**src/rtl/iir_out_decim.sv**
```systemverilog
// Decimating output stage: keeps every DECIM-th IIR sample, converts it to DOUT_W bits and queues it in a small FIFO.
// Define IIR_OUT_ROUND_EN for round-half-up with saturation; otherwise the conversion is plain truncation.
module iir_out_decim #(
  parameter int unsigned DIN_W      = 24,
  parameter int unsigned DOUT_W     = 16,
  parameter int unsigned DECIM      = 4,
  parameter int unsigned FIFO_DEPTH = 4
) (
  input  logic                          clk,
  input  logic                          rst,
  input  logic                          din_vld,
  input  logic [DIN_W-1:0]              din,
  output logic [DOUT_W-1:0]             dout,
  output logic                          dout_vld,
  input  logic                          dout_rdy,
  output logic [$clog2(FIFO_DEPTH):0]   level,
  output logic                          ovf,
  input  logic                          ovf_clr
);

  localparam int unsigned PTR_W = $clog2(FIFO_DEPTH);
  localparam int unsigned LVL_W = PTR_W + 1;
  localparam int unsigned CNT_W = (DECIM > 1) ? $clog2(DECIM) : 1;
  localparam int unsigned SH    = DIN_W - DOUT_W;

  logic [CNT_W-1:0]  r_dcnt;
  logic              r_s1_vld;
  logic [DOUT_W-1:0] r_s1_data;
  logic [DOUT_W-1:0] r_mem [FIFO_DEPTH];
  logic [PTR_W-1:0]  r_wr_ptr;
  logic [PTR_W-1:0]  r_rd_ptr;
  logic [LVL_W-1:0]  r_level;
  logic              r_dout_vld;
  logic [DOUT_W-1:0] r_dout;
  logic              r_ovf;

  logic [DOUT_W-1:0] w_conv;
  logic              w_keep;
  logic              w_full;
  logic              w_pop;
  logic              w_wr;
  logic              w_ovf_set;
  logic [PTR_W-1:0]  w_rd_nxt;
  logic [LVL_W-1:0]  w_level_nxt;

`ifdef IIR_OUT_ROUND_EN
  // Add half an output LSB, shift keeping one guard bit, then clamp on guard/sign disagreement.
  localparam logic [DIN_W:0] HALF = (DIN_W+1)'(1) << (SH - 1);
  logic [DIN_W:0]  w_sum;
  logic [DOUT_W:0] w_shift;

  assign w_sum   = {din[DIN_W-1], din} + HALF;
  assign w_shift = (DOUT_W+1)'(w_sum >> SH);

  always_comb begin
    w_conv = w_shift[DOUT_W-1:0];
    if (w_shift[DOUT_W] != w_shift[DOUT_W-1]) begin
      w_conv = w_shift[DOUT_W] ? {1'b1, {(DOUT_W-1){1'b0}}} : {1'b0, {(DOUT_W-1){1'b1}}};
    end
  end
`else
  assign w_conv = DOUT_W'(din >> SH);
`endif

  assign w_keep = din_vld && (r_dcnt == '0);

  // Decimation counter and conversion stage S1
  always_ff @(posedge clk or negedge rst) begin
    if (!rst) begin
      r_dcnt    <= '0;
      r_s1_vld  <= 1'b0;
      r_s1_data <= '0;
    end else begin
      if (din_vld) begin
        r_dcnt <= (r_dcnt == CNT_W'(DECIM - 1)) ? '0 : r_dcnt + CNT_W'(1);
      end
      r_s1_vld <= w_keep;
      if (w_keep) begin
        r_s1_data <= w_conv;
      end
    end
  end

  // A full FIFO still takes the S1 sample when the head leaves in the same cycle.
  assign w_full    = (r_level == LVL_W'(FIFO_DEPTH));
  assign w_pop     = r_dout_vld & dout_rdy;
  assign w_wr      = r_s1_vld & (~w_full | w_pop);
  assign w_ovf_set = r_s1_vld & w_full & ~w_pop;
  assign w_rd_nxt  = w_pop ? r_rd_ptr + PTR_W'(1) : r_rd_ptr;

  always_comb begin
    w_level_nxt = r_level;
    if (w_wr && !w_pop) begin
      w_level_nxt = r_level + LVL_W'(1);
    end else if (!w_wr && w_pop) begin
      w_level_nxt = r_level - LVL_W'(1);
    end
  end

  always_ff @(posedge clk or negedge rst) begin
    if (!rst) begin
      for (int i = 0; i < int'(FIFO_DEPTH); i++) begin
        r_mem[i] <= '0;
      end
    end else if (w_wr) begin
      r_mem[r_wr_ptr] <= r_s1_data;
    end
  end

  // Head is re-registered each cycle; a write landing on the next head slot bypasses the array.
  always_ff @(posedge clk or negedge rst) begin
    if (!rst) begin
      r_wr_ptr   <= '0;
      r_rd_ptr   <= '0;
      r_level    <= '0;
      r_dout_vld <= 1'b0;
      r_dout     <= '0;
      r_ovf      <= 1'b0;
    end else begin
      if (w_wr) begin
        r_wr_ptr <= r_wr_ptr + PTR_W'(1);
      end
      r_rd_ptr   <= w_rd_nxt;
      r_level    <= w_level_nxt;
      r_dout_vld <= (w_level_nxt != '0);
      r_dout     <= (w_wr && (r_wr_ptr == w_rd_nxt)) ? r_s1_data : r_mem[w_rd_nxt];
      if (ovf_clr) begin
        r_ovf <= 1'b0;
      end else if (w_ovf_set) begin
        r_ovf <= 1'b1;
      end
    end
  end

  assign dout     = r_dout;
  assign dout_vld = r_dout_vld;
  assign level    = r_level;
  assign ovf      = r_ovf;

endmodule

```
**config.mk**
```make
export PLATFORM = sky130hd
export DESIGN_NAME = iir_out_decim
export DESIGN_NICKNAME = d
export VERILOG_FILES = /design/src/rtl/iir_out_decim.sv
export SDC_FILE = /design/constraint.sdc
export NUM_CORES = 1
export LEC_CHECK = 0
export BUFFER_PORTS_ARGS = -buffer_cell sky130_fd_sc_hd__clkbuf_2
export CAP_MARGIN = 30
export CORE_UTILIZATION = 40
export CTS_CLUSTER_DIAMETER = 150
export CTS_CLUSTER_SIZE = 24
export DETAILED_ROUTE_END_ITERATION = 12
export RECOVER_POWER = 50
export REMOVE_ABC_BUFFERS = 1
export SYNTH_ARGS = -nofsm -noshare
export SYNTH_HDL_FRONTEND = slang
export SYNTH_SLANG_ARGS = --single-unit
```
**constraint.sdc**
```tcl
create_clock -name clk -period 2.1 [get_ports clk]
set_input_delay 0.105 -clock clk [delete_from_list [all_inputs] [get_ports clk]]
set_output_delay 0.105 -clock clk [all_outputs]
set_load 0.01 [all_outputs]
```
==> results of run 1 <==
synth_stat cells:
cell	instances	area, um2
sky130_fd_sc_hd__dfrtp_1	108	2700
sky130_fd_sc_hd__mux2_2	87	980
sky130_fd_sc_hd__nand2_1	12	45.0
sky130_fd_sc_hd__ha_1	9	113
sky130_fd_sc_hd__mux2_4	9	135
sky130_fd_sc_hd__mux4_2	9	203
sky130_fd_sc_hd__inv_1	8	30.0
sky130_fd_sc_hd__mux4_1	7	184
sky130_fd_sc_hd__buf_2	5	25.0
sky130_fd_sc_hd__nor2_1	4	15.0
sky130_fd_sc_hd__a21oi_1	3	15.0
sky130_fd_sc_hd__nand3_1	3	15.0
sky130_fd_sc_hd__o21ai_0	3	15.0
sky130_fd_sc_hd__xnor2_1	3	26.3
sky130_fd_sc_hd__buf_4	2	15.0
sky130_fd_sc_hd__xor2_1	2	17.5
sky130_fd_sc_hd__a21o_1	1	7.51
sky130_fd_sc_hd__a31oi_1	1	6.26
sky130_fd_sc_hd__and2_4	1	8.76
sky130_fd_sc_hd__and3b_2	1	10.0
sky130_fd_sc_hd__and4_2	1	10.0
sky130_fd_sc_hd__and4b_1	1	10.0
sky130_fd_sc_hd__and4b_2	1	11.3
sky130_fd_sc_hd__buf_6	1	11.3
sky130_fd_sc_hd__clkbuf_1	1	3.75
sky130_fd_sc_hd__nand2b_1	1	6.26
sky130_fd_sc_hd__nand4b_1	1	8.76
sky130_fd_sc_hd__nor3_1	1	5.00
sky130_fd_sc_hd__nor4_1	1	6.26
sky130_fd_sc_hd__nor4b_1	1	8.76
sky130_fd_sc_hd__o21a_1	1	7.51
sky130_fd_sc_hd__o21bai_1	1	7.51
sky130_fd_sc_hd__o22ai_1	1	6.26
sky130_fd_sc_hd__o31ai_4	1	21.3
sky130_fd_sc_hd__xnor2_2	1	16.3
placed cells by master, fill, tap and decap left out, types with 8 or more instances in the layout:
master and n:
sky130_fd_sc_hd__mux2_2 86, sky130_fd_sc_hd__clkbuf_1 19, sky130_fd_sc_hd__dlygate4sd3_1 19, sky130_fd_sc_hd__clkbuf_16 11
sky130_fd_sc_hd__mux4_2 10, sky130_fd_sc_hd__dfrtp_1 108, sky130_fd_sc_hd__ha_1 9, sky130_fd_sc_hd__clkbuf_2 23
sky130_fd_sc_hd__inv_1 8, sky130_fd_sc_hd__mux2_4 10, sky130_fd_sc_hd__nand2_1 12, sky130_fd_sc_hd__buf_12 9
sky130_fd_sc_hd__buf_4 23
state kept, by name, summed over array words and instances (netlist names):
signal and flops:
r_mem 64, dout 16, r_s1_data 16, level 3
r_dcnt 2, r_rd_ptr 2, r_wr_ptr 2, dout_vld 1
ovf 1, r_s1_vld 1
area by class of cell:
| type | count | area [um2] | area share (%) |
|---|---|---|---|
| repair buffers | 94 | 776 | 13.1 |
| clock inverters | 6 | 70.1 | 1.18 |
| inverters | 8 | 30.0 | 0.507 |
| clock buffers | 10 | 229 | 3.86 |
| well taps | 143 | 179 | 3.02 |
| multi-input cells | 168 | 1940 | 32.7 |
| flip-flops and latches | 108 | 2700 | 45.6 |
layer usage:
layer	share of wire [%]	vias to the layer above
met1	49	1400
met3	3.1	11
met2	47	44
li1	-	1271
met5	0	-
met4	1.3	0
critical path: stages, from the launching register on:
cell and delay (ns):
sky130_fd_sc_hd__dfrtp_1 0.43, sky130_fd_sc_hd__buf_4 0.17, sky130_fd_sc_hd__xnor2_4 0.29, sky130_fd_sc_hd__clkbuf_16 0.24, sky130_fd_sc_hd__mux4_2 0.50, sky130_fd_sc_hd__mux2_4 0.27
kinds of logic after synthesis:
family | share of synthesized area [%]
compound gates | 1.83
mux | 31.9
flops | 57.4
xor+xnor | 1.28
fa+ha+maj | 2.39
simple gates | 3.40
buf+inv | 1.81
through the flow:
| stage | power, uW | setup WS [ns] |
|---|---|---|
| 2_1_floorplan | 6410 | -0.315 |
| 3_3_place_gp | 7620 | -0.0257 |
| 3_5_place_dp | 7780 | -0.0309 |
| 4_1_cts | 9540 | 0.0102 |
| 5_1_grt | 10300 | 0.0233 |
| 6_report | 9640 | 0.0809 |
power breakdown:
group | switching [uW] | leakage [uW] | internal (uW)
logic | 1520 | 0.00128 | 2640
clock network | 769 | 0.000148 | 939
registers | 642 | 0.00131 | 3130
worst paths after layout:
check                      depth (start not counted)         to  slack [ns]
setup / recovery                                   5   dout[13]        0.08
hold / removal                                     5        ovf        0.33
setup reg to reg                                   5   dout[13]        0.08
hold reg to reg                                    2        ovf        0.50
max in group asynchronous                          3  r_mem[31]        0.34
min in group asynchronous                          2   level[1]        0.67
repair_timing:
item,in CTS,in global routing
hold endpoints to repair,41,0
pin swaps,1,1
setup buffers,0,3
setup endpoints to repair,7,14
gates resized for setup,0,3
gates cloned,0,2
hold buffers,19,0
==> summary.md, run 1 <==
- **outcome** finished, violations left
- **violations in the final reports** capacitance limit, slew limit
- **clk buf depth** 2
- **fraction of met2 tracks used by global routing** 24.6%
- **final core utilization** 51.7%
- **drt pass-1 iters** 4
- **total number of yosys warnings** 0
- **H-tree levels** 3
- **total of flip-flops plus latches after synthesis** 108
- **Power Dens Cells** 1630 nW/um2
- **FP Rows** 39
- **highest achievable clock rate** 0.495 GHz
- **Rel. slew slack** -3.87%
- **total global routing overflow** 0
- **remaining antenna violation count after routing** 0
- **hold path startpoint** dout_rdy
- **final-layout setup total negative slack** 0 ns
- **busiest layer in global routing** met2
- **met1 capacity usage during global routing** 20.9%
- **number of instances in the synthesized netlist** 293
- **number of distinct standard cells referenced by the synthesized netlist** 35
- **worst endpoint data arrival time** 2.25 ns
- **post-synthesis area per instance** 16.1 um2
- **clock transition at the register clock pins on the worst setup and hold paths after CTS** 0.07 ns
- **first-pass GRT wire length** 14.6 mm
- **Starting Density** 41.1%
- **leakage power** 0.00273 uW
- **# diodes** 0
- **area of the placeable core** 11500 um2
- **met3 routing resource usage after global routing** 3.84%
- **Chip Height** 110 um
- **largest net degree at the start of global routing** 61
- **Final Instance Area** 5930 um2
- **worst-case vdd ir drop** 0.000921 V
- **final RePlAce weighted congestion** 0.745
- **number of buffers inserted during clock tree synthesis** 9
- **Layout Area Growth over Synthesis** 25.9%
- **Layout Cells excl Fill** 537
- **cell area reported after detailed placement** 5360 um2
- **largest driver fanout on the critical path** 8
- **Port Buffer Count** 41
- **total half-perimeter wirelength after legalization and detailed placement** 5.66 mm
- **unrepaired setup endpoints after global routing** no
- **library cell used as clock root buffer** sky130_fd_sc_hd__clkbuf_16
- **max-slew violation count** 25
- **Total Die Area** 12200 um2
- **Post-Synthesis Cell Area** 4710 um2
- **Final Hold Slack** 0.330 ns
- **average wire length per cell after detail routing** 16.5 um
- **Remaining DRCs** 0
- **Max Cap Violations** 1
- **start of the worst register-to-register path** r_rd_ptr[0]
- **Avg Vias per Cell** 5.08
- **post-route minimum period** 2.02 ns
- **post-route clock skew** 0.00535 ns
- **kind of end point of the critical path** flop
- **first element of the critical path** r_rd_ptr[0]
- **sum of routed wire length over all layers** 8.85 mm
- **post-route clock period utilization** 96.1%
- **sort of element at the start of the critical path** flop
- **total number of vias** 2726
- **number of global-route vias before repair** 2811
- **Sink Count** 108
- **required time reported for the critical path endpoint** 2.33 ns
- **number of antenna violations at the first check in global routing** 0
- **Worst-Skew Late Latency** 0.34 ns
- **Final Hold Fails** 0
- **Iteration-0 DRC Markers** 99
- **part of the Yosys area used for sequential elements** 57.4%
- **filler instances** 993
- **number of setup violations in the final report** 0
- **TritonCTS clock tree** done
- **number of cells in the design after placement** 498
- **final net count** 427
- **share of post-route cells with drive strength above 1** 47.0%
- **horizontal die dimension** 110 um
- **slew at the pin closest to its max-slew limit** 1.56 ns
- **Setup CP Type** reg -> reg
- **Top-Level Pins** 50
- **class of the tightest hold or removal check** in -> reg
- **GRT Resource Usage Total** 15.5%
Power figures use the tool's default switching activity.
==> inputs of run 2 (changes only) <==
--- a/config.mk
+++ b/config.mk
@@ -6,11 +6,12 @@
 export NUM_CORES = 1
 export LEC_CHECK = 0
 export BUFFER_PORTS_ARGS = -buffer_cell sky130_fd_sc_hd__clkbuf_2
-export CAP_MARGIN = 30
-export CORE_UTILIZATION = 40
+export CAP_MARGIN = 20
+export CORE_UTILIZATION = 53
 export CTS_CLUSTER_DIAMETER = 150
 export CTS_CLUSTER_SIZE = 24
 export DETAILED_ROUTE_END_ITERATION = 12
+export PLACE_DENSITY = 0.76
 export RECOVER_POWER = 50
 export REMOVE_ABC_BUFFERS = 1
 export SYNTH_ARGS = -nofsm -noshare
==> constraint.sdc (replaced) <==
create_clock -name clk -period 2.1 [get_ports clk]
set_input_delay 0.105 -clock clk [delete_from_list [all_inputs] [get_ports clk]]
set_output_delay 0.105 -clock clk [all_outputs]
set_load 0.05 [all_outputs]
==> summary.md, run 2 (synthesis results as in run 1) <==
- **# diodes** 0, unchanged
- **final core utilization** 64.1%, was 51.7%
- **slew at the pin closest to its max-slew limit** 1.27 ns, was 1.56 ns
- **total number of vias** 2697, was 2726
- **Total Die Area** 9260 um2, was 12200 um2
- **cells resized by post-CTS repair** 0, unchanged
- **largest driver fanout on the critical path** 7, was 8
- **Layout Area Growth over Synthesis** 18.1%, was 25.9%
- **Port Buffer Count** 41, unchanged
- **worst endpoint data arrival time** 2.23 ns, was 2.25 ns
- **Starting Density** 54.3%, was 41.1%
- **Worst-Skew Late Latency** 0.37 ns, was 0.34 ns
- **first element of the critical path** dout_vld, was r_rd_ptr[0]
- **hold path startpoint** dout_rdy, unchanged
- **most common library cell in the layout ignoring fill and taps** sky130_fd_sc_hd__dfrtp_1, unchanged
- **Power Dens Cells** 1670 nW/um2, was 1630 nW/um2
- **number of antenna violations at the first check in global routing** 0, unchanged
- **max-slew violation count** 0, was 25
- **final RePlAce weighted congestion** 0.776, was 0.745
- **Avg Vias per Cell** 5.53, was 5.08
- **first-pass GRT wire length** 13.4 mm, was 14.6 mm
- **Remaining DRCs** 0, unchanged
- **reported net switching power** 3370 uW, was 2930 uW
- **average wire length per cell after detail routing** 17.1 um, was 16.5 um
- **outcome** finished, final reports clean, was finished, violations left
- **final-layout setup total negative slack** 0 ns, unchanged
- **worst-case reg-to-reg path depth** 5, unchanged
- **fraction of power spent switching nets** 36.3%, was 30.4%
- **Rel. slew slack** 15.2%, was -3.87%
- **number of global-route vias before repair** 2748, was 2811
- **clock transition at the register clock pins on the worst setup and hold paths after CTS** 0.11 ns, was 0.07 ns
- **number of setup violations in the final report** 0, unchanged
- **largest net degree at the start of global routing** 54, was 61
- **number of buffers inserted during clock tree synthesis** 9, unchanged
- **Final Instance Area** 5560 um2, was 5930 um2
- **combinational fraction of design power** 46.6%, was 43.1%
- **commonest cells after routing, fill and taps aside** 108 x sky130_fd_sc_hd__dfrtp_1, 87 x sky130_fd_sc_hd__mux2_2, 25 x sky130_fd_sc_hd__clkbuf_2, was 108 x sky130_fd_sc_hd__dfrtp_1, 86 x sky130_fd_sc_hd__mux2_2, 23 x sky130_fd_sc_hd__clkbuf_2, 23 x sky130_fd_sc_hd__buf_4
- **cell area reported after detailed placement** 5230 um2, was 5360 um2
- **worst-case vdd ir drop** 0.000723 V, was 0.000921 V
- **drt pass-1 iters** 4, unchanged
- **Chip Height** 96.3 um, was 110 um
- **Reg2Reg Setup Slack** 0.13 ns, was 0.08 ns
- **post-route clock skew** 0.00839 ns, was 0.00535 ns
- **Max Cap Violations** 0, was 1
- **Setup CP Type** reg -> reg, unchanged
- **RR Endpoint** dout[15], was dout[13]
- **sum of routed wire length over all layers** 8.33 mm, was 8.85 mm
- **highest achievable clock rate** 0.507 GHz, was 0.495 GHz
- **Setup Buffers After CTS** 0, unchanged
- **library cell used as clock root buffer** sky130_fd_sc_hd__clkbuf_8, was sky130_fd_sc_hd__clkbuf_16
- **remaining antenna violation count after routing** 0, unchanged
- **Biggest register** r_mem, unchanged
- **max FFs per register** 64, unchanged
- **unrepaired setup endpoints after global routing** no, unchanged
- **start of the worst register-to-register path** dout_vld, was r_rd_ptr[0]
- **total global routing overflow** 0, unchanged
- **share of power burned in registers** 40.6%, was 39.1%
- **clk buf depth** 2, unchanged
- **kind of end point of the critical path** flop, unchanged
- **share of post-route cells with drive strength above 1** 44.7%, was 47.0%
- **TritonCTS clock tree** done, unchanged
- **Final Hold Fails** 0, unchanged
- **Sink Count** 108, unchanged
- **FP Rows** 34, was 39
- **sort of element at the start of the critical path** flop, unchanged
- **hold-critical path depth** 4, was 5
- **P_int** 5920 uW, was 6710 uW
- **post-route minimum period** 1.97 ns, was 2.02 ns
- **final net count** 413, was 427
- **Iteration-0 DRC Markers** 76, was 99
- **worst-case hold path end point** r_rd_ptr[1], was ovf
- **H-tree levels** 3, unchanged
- **class of the tightest hold or removal check** in -> reg, unchanged
- **hold buffer count at cts** 19, unchanged
- **post-route clock period utilization** 93.9%, was 96.1%
- **GRT Resource Usage Total** 19.9%, was 15.5%
- **required time reported for the critical path endpoint** 2.36 ns, was 2.33 ns
- **sum of internal, switching and leakage power** 9280 uW, was 9640 uW
- **Top-Level Pins** 50, unchanged
- **horizontal die dimension** 96.3 um, was 110 um
- **relative contribution of the clock network to total power** 12.8%, was 17.7%
- **leakage power** 0.00256 uW, was 0.00273 uW
- **area of the placeable core** 8680 um2, was 11500 um2
- **total half-perimeter wirelength after legalization and detailed placement** 5.43 mm, was 5.66 mm
-- run 2: changes by cell type in the layout (fill, tap and decap cells not counted), moves of 2 or more --
cell / previous run / this run
sky130_fd_sc_hd__clkbuf_16: 11 / 0
sky130_fd_sc_hd__buf_12: 9 / 6
sky130_fd_sc_hd__buf_4: 23 / 11
sky130_fd_sc_hd__clkbuf_8: 0 / 9
sky130_fd_sc_hd__clkinvlp_4: 0 / 2
sky130_fd_sc_hd__clkbuf_2: 23 / 25
-- run 2: worst max-delay path, stage by stage, from the launching register on --
cell                      delay, ns
sky130_fd_sc_hd__dfrtp_1       0.39
sky130_fd_sc_hd__and2_4        0.18
sky130_fd_sc_hd__xnor2_2       0.20
sky130_fd_sc_hd__buf_4         0.23
sky130_fd_sc_hd__mux4_1        0.57
sky130_fd_sc_hd__mux2_2        0.29
-- run 2: metrics by stage --
stage / cells / worst slack, ns / hold WS [ns]
after global placement: 453 / 0.170 / 0.175
after CTS: 488 / 0.118 / 0.259
after global routing: 488 / 0.00445 / 0.284
after floorplan: 284 / -0.541 / -0.191
final: 488 / 0.129 / 0.263
after detailed placement: 453 / 0.143 / 0.180
-- run 2: worst max path at each step --
stage                      endpoint  cells past startpoint  slack, ns
final                      dout[15]                      5       0.13
after global routing       r_mem[2]                      3      0.004
after CTS                 r_mem[57]                      7       0.12
after detailed placement   dout[15]                      5       0.14
after global placement     dout[15]                      5       0.17
after floorplan            dout[10]                      4      -0.54
-- run 2: power groups by stage --
| stage | clock [uW] | combinational (uW) | sequential (uW) |
|---|---|---|---|
| finish | 1190 | 4320 | 3770 |
| global route | 1300 | 4660 | 3930 |
| CTS | 1220 | 4450 | 3780 |
| detailed placement | 0 | 4410 | 3820 |
| global placement | 0 | 4310 | 3750 |
| floorplan | 0 | 2700 | 4290 |
-- run 2: per-layer routing --
| metal | track usage [%] | wire (um) | vias to the layer above |
|---|---|---|---|
| met5 | 0 | 0 | - |
| met4 | 6.22 | 97 | 0 |
| met3 | 4.66 | 232 | 9 |
| met2 | 34.2 | 4180 | 50 |
| met1 | 24.9 | 3820 | 1398 |
| li1 | - | - | 1240 |
-- run 2: layout make-up --
cell class	instances	area [um2]
fillers	683	3120
flip-flops and latches	108	2700
multi-input cells	168	1920
repair buffers	80	591
well taps	108	135
clock buffers	9	124
clock inverters	7	57.6
inverters	8	30.0
==> inputs of run 3 (changes only) <==
--- a/config.mk
+++ b/config.mk
@@ -5,6 +5,7 @@
 export SDC_FILE = /design/constraint.sdc
 export NUM_CORES = 1
 export LEC_CHECK = 0
+export ABC_AREA = 1
 export BUFFER_PORTS_ARGS = -buffer_cell sky130_fd_sc_hd__clkbuf_2
 export CAP_MARGIN = 20
 export CORE_UTILIZATION = 53
==> summary.md, run 3 <==
- **max-slew violation count** 0, unchanged
- **worst endpoint data arrival time** 2.13 ns, was 2.23 ns
- **number of setup violations in the final report** 0, unchanged
- **P_int** 4880 uW, was 5920 uW
- **filler instances** 749, was 683
- **post-route clock skew** 0.00859 ns, was 0.00839 ns
- **largest driver fanout on the critical path** 11, was 7
- **FP Rows** 34, unchanged
- **highest achievable clock rate** 0.547 GHz, was 0.507 GHz
- **fraction of power spent switching nets** 46.0%, was 36.3%
- **area share of the leading cell type in the synthesized netlist** 54.5%, was 57.4%
- **# diodes** 0, unchanged
- **most area-hungry cell type in the Yosys netlist** sky130_fd_sc_hd__dfrtp_1, unchanged
- **Chip Height** 98.7 um, was 96.3 um
- **share of post-route cells with drive strength above 1** 11.4%, was 44.7%
- **Worst-Skew Late Latency** 0.37 ns, about the same
- **max FFs per register** 64, unchanged
- **average wire length per cell after detail routing** 14.2 um, was 17.1 um
- **Starting Density** 55.8%, was 54.3%
- **most common cell in the netlist** sky130_fd_sc_hd__nand2_1, was sky130_fd_sc_hd__dfrtp_1
- **area of the placeable core** 8890 um2, was 8680 um2
- **total half-perimeter wirelength after legalization and detailed placement** 6.45 mm, was 5.43 mm
- **Avg Vias per Cell** 5.25, was 5.53
- **Synth Flop Type** sky130_fd_sc_hd__dfrtp_1, unchanged
- **Layout Area Growth over Synthesis** 14.5%, was 18.1%
- **final setup slack of the worst path** 0.273 ns, was 0.129 ns
- **Final Hold Fails** 0, unchanged
- **worst-case vdd ir drop** 0.000673 V, was 0.000723 V
- **Power Dens Cells** 1590 nW/um2, was 1670 nW/um2
- **Biggest register** r_mem, unchanged
- **number of buffers inserted during clock tree synthesis** 9, unchanged
- **RR Endpoint** dout[14], was dout[15]
- **combinational fraction of design power** 47.9%, was 46.6%
- **sort of element at the start of the critical path** flop, unchanged
- **H-tree levels** 3, unchanged
- **horizontal die dimension** 98.7 um, was 96.3 um
- **class of the tightest hold or removal check** in -> reg, unchanged
- **drt pass-1 iters** 5, was 4
- **TritonCTS clock tree** done, unchanged
- **first element of the critical path** level[0], was dout_vld
- **remaining antenna violation count after routing** 0, unchanged
- **cell area reported after detailed placement** 5330 um2, was 5230 um2
- **total global routing overflow** 0, unchanged
- **Iteration-0 DRC Markers** 314, was 76
- **total number of yosys warnings** 0, unchanged
- **relative contribution of the clock network to total power** 13.3%, was 12.8%
- **number of global-route vias before repair** 3926, was 2748
- **start of the worst register-to-register path** level[0], was dout_vld
- **number of enable flip-flop cells after synthesis** 0, unchanged
- **fraction of synthesis flops using an asynchronous set or reset pin** 100%, unchanged
- **post-route minimum period** 1.83 ns, was 1.97 ns
- **unrepaired setup endpoints after global routing** no, unchanged
- **area of the multi-input gates** 1880 um2, was 1920 um2
- **Post-Synthesis Cell Area** 4960 um2, was 4710 um2
- **total of flip-flops plus latches after synthesis** 108, unchanged
- **Sink Count** 108, unchanged
- **number of antenna violations at the first check in global routing** 0, unchanged
- **clock transition at the register clock pins on the worst setup and hold paths after CTS** 0.11 ns, about the same
- **Max Cap Violations** 0, unchanged
- **first-pass GRT wire length** 18.4 mm, was 13.4 mm
- **post-route clock period utilization** 87.0%, was 93.9%
- **worst slack, placed** 0.289 ns, was 0.143 ns
- **library cell used as clock root buffer** sky130_fd_sc_hd__clkbuf_8, unchanged
- **post-synthesis area per instance** 8.48 um2, was 16.1 um2
- **number of instances in the synthesized netlist** 585, was 293
- **outcome** finished, final reports clean, unchanged
- **Final Instance Area** 5680 um2, was 5560 um2
- **clk buf depth** 2, unchanged
- **Top-Level Pins** 50, unchanged
- **share of power burned in registers** 38.7%, was 40.6%
- **part of the Yosys area used for sequential elements** 54.5%, was 57.4%
- **Reg2Reg Setup Slack** 0.27 ns, was 0.13 ns
- **Setup CP Type** reg -> reg, unchanged
- **commonest cells after routing, fill and taps aside** 184 x sky130_fd_sc_hd__nand2_1, 108 x sky130_fd_sc_hd__dfrtp_1, 85 x sky130_fd_sc_hd__o21ai_0, was 108 x sky130_fd_sc_hd__dfrtp_1, 87 x sky130_fd_sc_hd__mux2_2, 25 x sky130_fd_sc_hd__clkbuf_2
- **Total Die Area** 9750 um2, was 9260 um2
- **largest net degree at the start of global routing** 109, was 54
- **crit path to** dout[14], was dout[15]
- **register area** 2700 um2, unchanged
- **sum of routed wire length over all layers** 10.8 mm, was 8.33 mm
- **final RePlAce weighted congestion** 0.779, was 0.776
- **hold-critical path depth** 4, unchanged
- **Remaining DRCs** 0, unchanged
- **most common library cell in the layout ignoring fill and taps** sky130_fd_sc_hd__nand2_1, was sky130_fd_sc_hd__dfrtp_1
- **total number of vias** 3972, was 2697
- **number of distinct standard cells referenced by the synthesized netlist** 22, was 35
- **leakage power** 0.00294 uW, was 0.00256 uW
- **Rel. slew slack** 4.67%, was 15.2%
- **kind of end point of the critical path** flop, unchanged
- **required time reported for the critical path endpoint** 2.40 ns, was 2.36 ns
- **reported net switching power** 4150 uW, was 3370 uW
- **top cell types by occurrence after synthesis** 184 x sky130_fd_sc_hd__nand2_1, 108 x sky130_fd_sc_hd__dfrtp_1, 85 x sky130_fd_sc_hd__o21ai_0, 66 x sky130_fd_sc_hd__inv_1, 55 x sky130_fd_sc_hd__nand3_1, was 108 x sky130_fd_sc_hd__dfrtp_1, 87 x sky130_fd_sc_hd__mux2_2, 12 x sky130_fd_sc_hd__nand2_1
- **sum of internal, switching and leakage power** 9030 uW, was 9280 uW
- **Final Hold Slack** 0.201 ns, was 0.263 ns
- **Port Buffer Count** 41, unchanged
- **slew at the pin closest to its max-slew limit** 1.43 ns, was 1.27 ns
- **most area-consuming cells after synthesis** sky130_fd_sc_hd__dfrtp_1 55%, sky130_fd_sc_hd__nand2_1 14%, sky130_fd_sc_hd__o21ai_0 8.6%, sky130_fd_sc_hd__nand3_1 5.6%, sky130_fd_sc_hd__inv_1 5.0%, was sky130_fd_sc_hd__dfrtp_1 57%, sky130_fd_sc_hd__mux2_2 21%, sky130_fd_sc_hd__mux4_2 4.3%, sky130_fd_sc_hd__mux4_1 3.9%, sky130_fd_sc_hd__mux2_4 2.9%
- **GRT Resource Usage Total** 24.1%, was 19.9%
- **worst-case reg-to-reg path depth** 10, was 5
- **final net count** 682, was 413
==> run 3: cell families (layout without fill, tap and decap cells) <==
family	count (synthesis)	count (layout)	share of synthesized area, %
simple gates	281	281	25.8
compound gates	87	87	9.03
buf+inv	96	160	7.67
flops	108	108	54.5
xor+xnor	4	4	0.707
fa+ha+maj	9	9	2.27
==> run 3: through the flow <==
stage          TNS, ns  utilization [%]  std cells
2_1_floorplan    -4.46                -        556
3_3_place_gp         0             59.9        722
3_5_place_dp         0             59.9        722
4_1_cts              0             64.1        757
5_1_grt              0             63.9        757
6_report             0             63.9        757
==> run 3: timing repair <==
| item | 4_1_cts | 5_1_grt |
|---|---|---|
| hold buffers | 19 | 0 |
| endpoints found under the hold margin | 127 | 0 |
| setup buffers | 0 | 0 |
| gates resized for setup | 0 | 0 |
==> run 3: power groups by stage <==
stage                     registers [uW]  clock network [uW]  logic [uW]
after floorplan                     4060                   0        2470
after global placement              3490                   0        4170
after detailed placement            3530                   0        4320
after CTS                           3490                1230        4370
after global routing                3610                1320        4900
final                               3500                1200        4330
==> run 3: how the worst min path moves through the flow <==
stage	end	startpoint	slack [ns]
after floorplan	dout[0]	rst	-0.19
after global placement	ovf	rst	0.22
after detailed placement	ovf	rst	0.23
after CTS	ovf	dout_rdy	0.20
after global routing	ovf	dout_rdy	0.25
final	ovf	dout_rdy	0.20
==> run 3: area by class of cell <==
cell class | count | share of cell area [%]
timing repair buffer | 77 | 9.30
inverter | 67 | 4.43
tap | 108 | 2.38
sequential | 108 | 47.6
multi-input combinational | 381 | 33.0
clock inverter | 6 | 1.04
clock buffer | 10 | 2.25
==> run 3: worst max-delay path, stage by stage (launching register included) <==
cell                      delay (ns)
sky130_fd_sc_hd__dfrtp_1        0.38
sky130_fd_sc_hd__inv_1          0.09
sky130_fd_sc_hd__ha_1           0.21
sky130_fd_sc_hd__nand2_1        0.09
sky130_fd_sc_hd__inv_1          0.08
sky130_fd_sc_hd__a21oi_4        0.14
sky130_fd_sc_hd__inv_2          0.06
sky130_fd_sc_hd__nor2_4         0.25
sky130_fd_sc_hd__buf_4          0.28
sky130_fd_sc_hd__nand3_1        0.09
sky130_fd_sc_hd__nand2_1        0.11
==> run 3: metal layers <==
metal	GRT usage, %	up-vias	part of all wire [%]
li1	-	1969	-
met1	31.9	1869	45
met2	41.0	120	48
met3	3.62	14	5.1
met4	8.15	0	1.4
met5	0	-	0
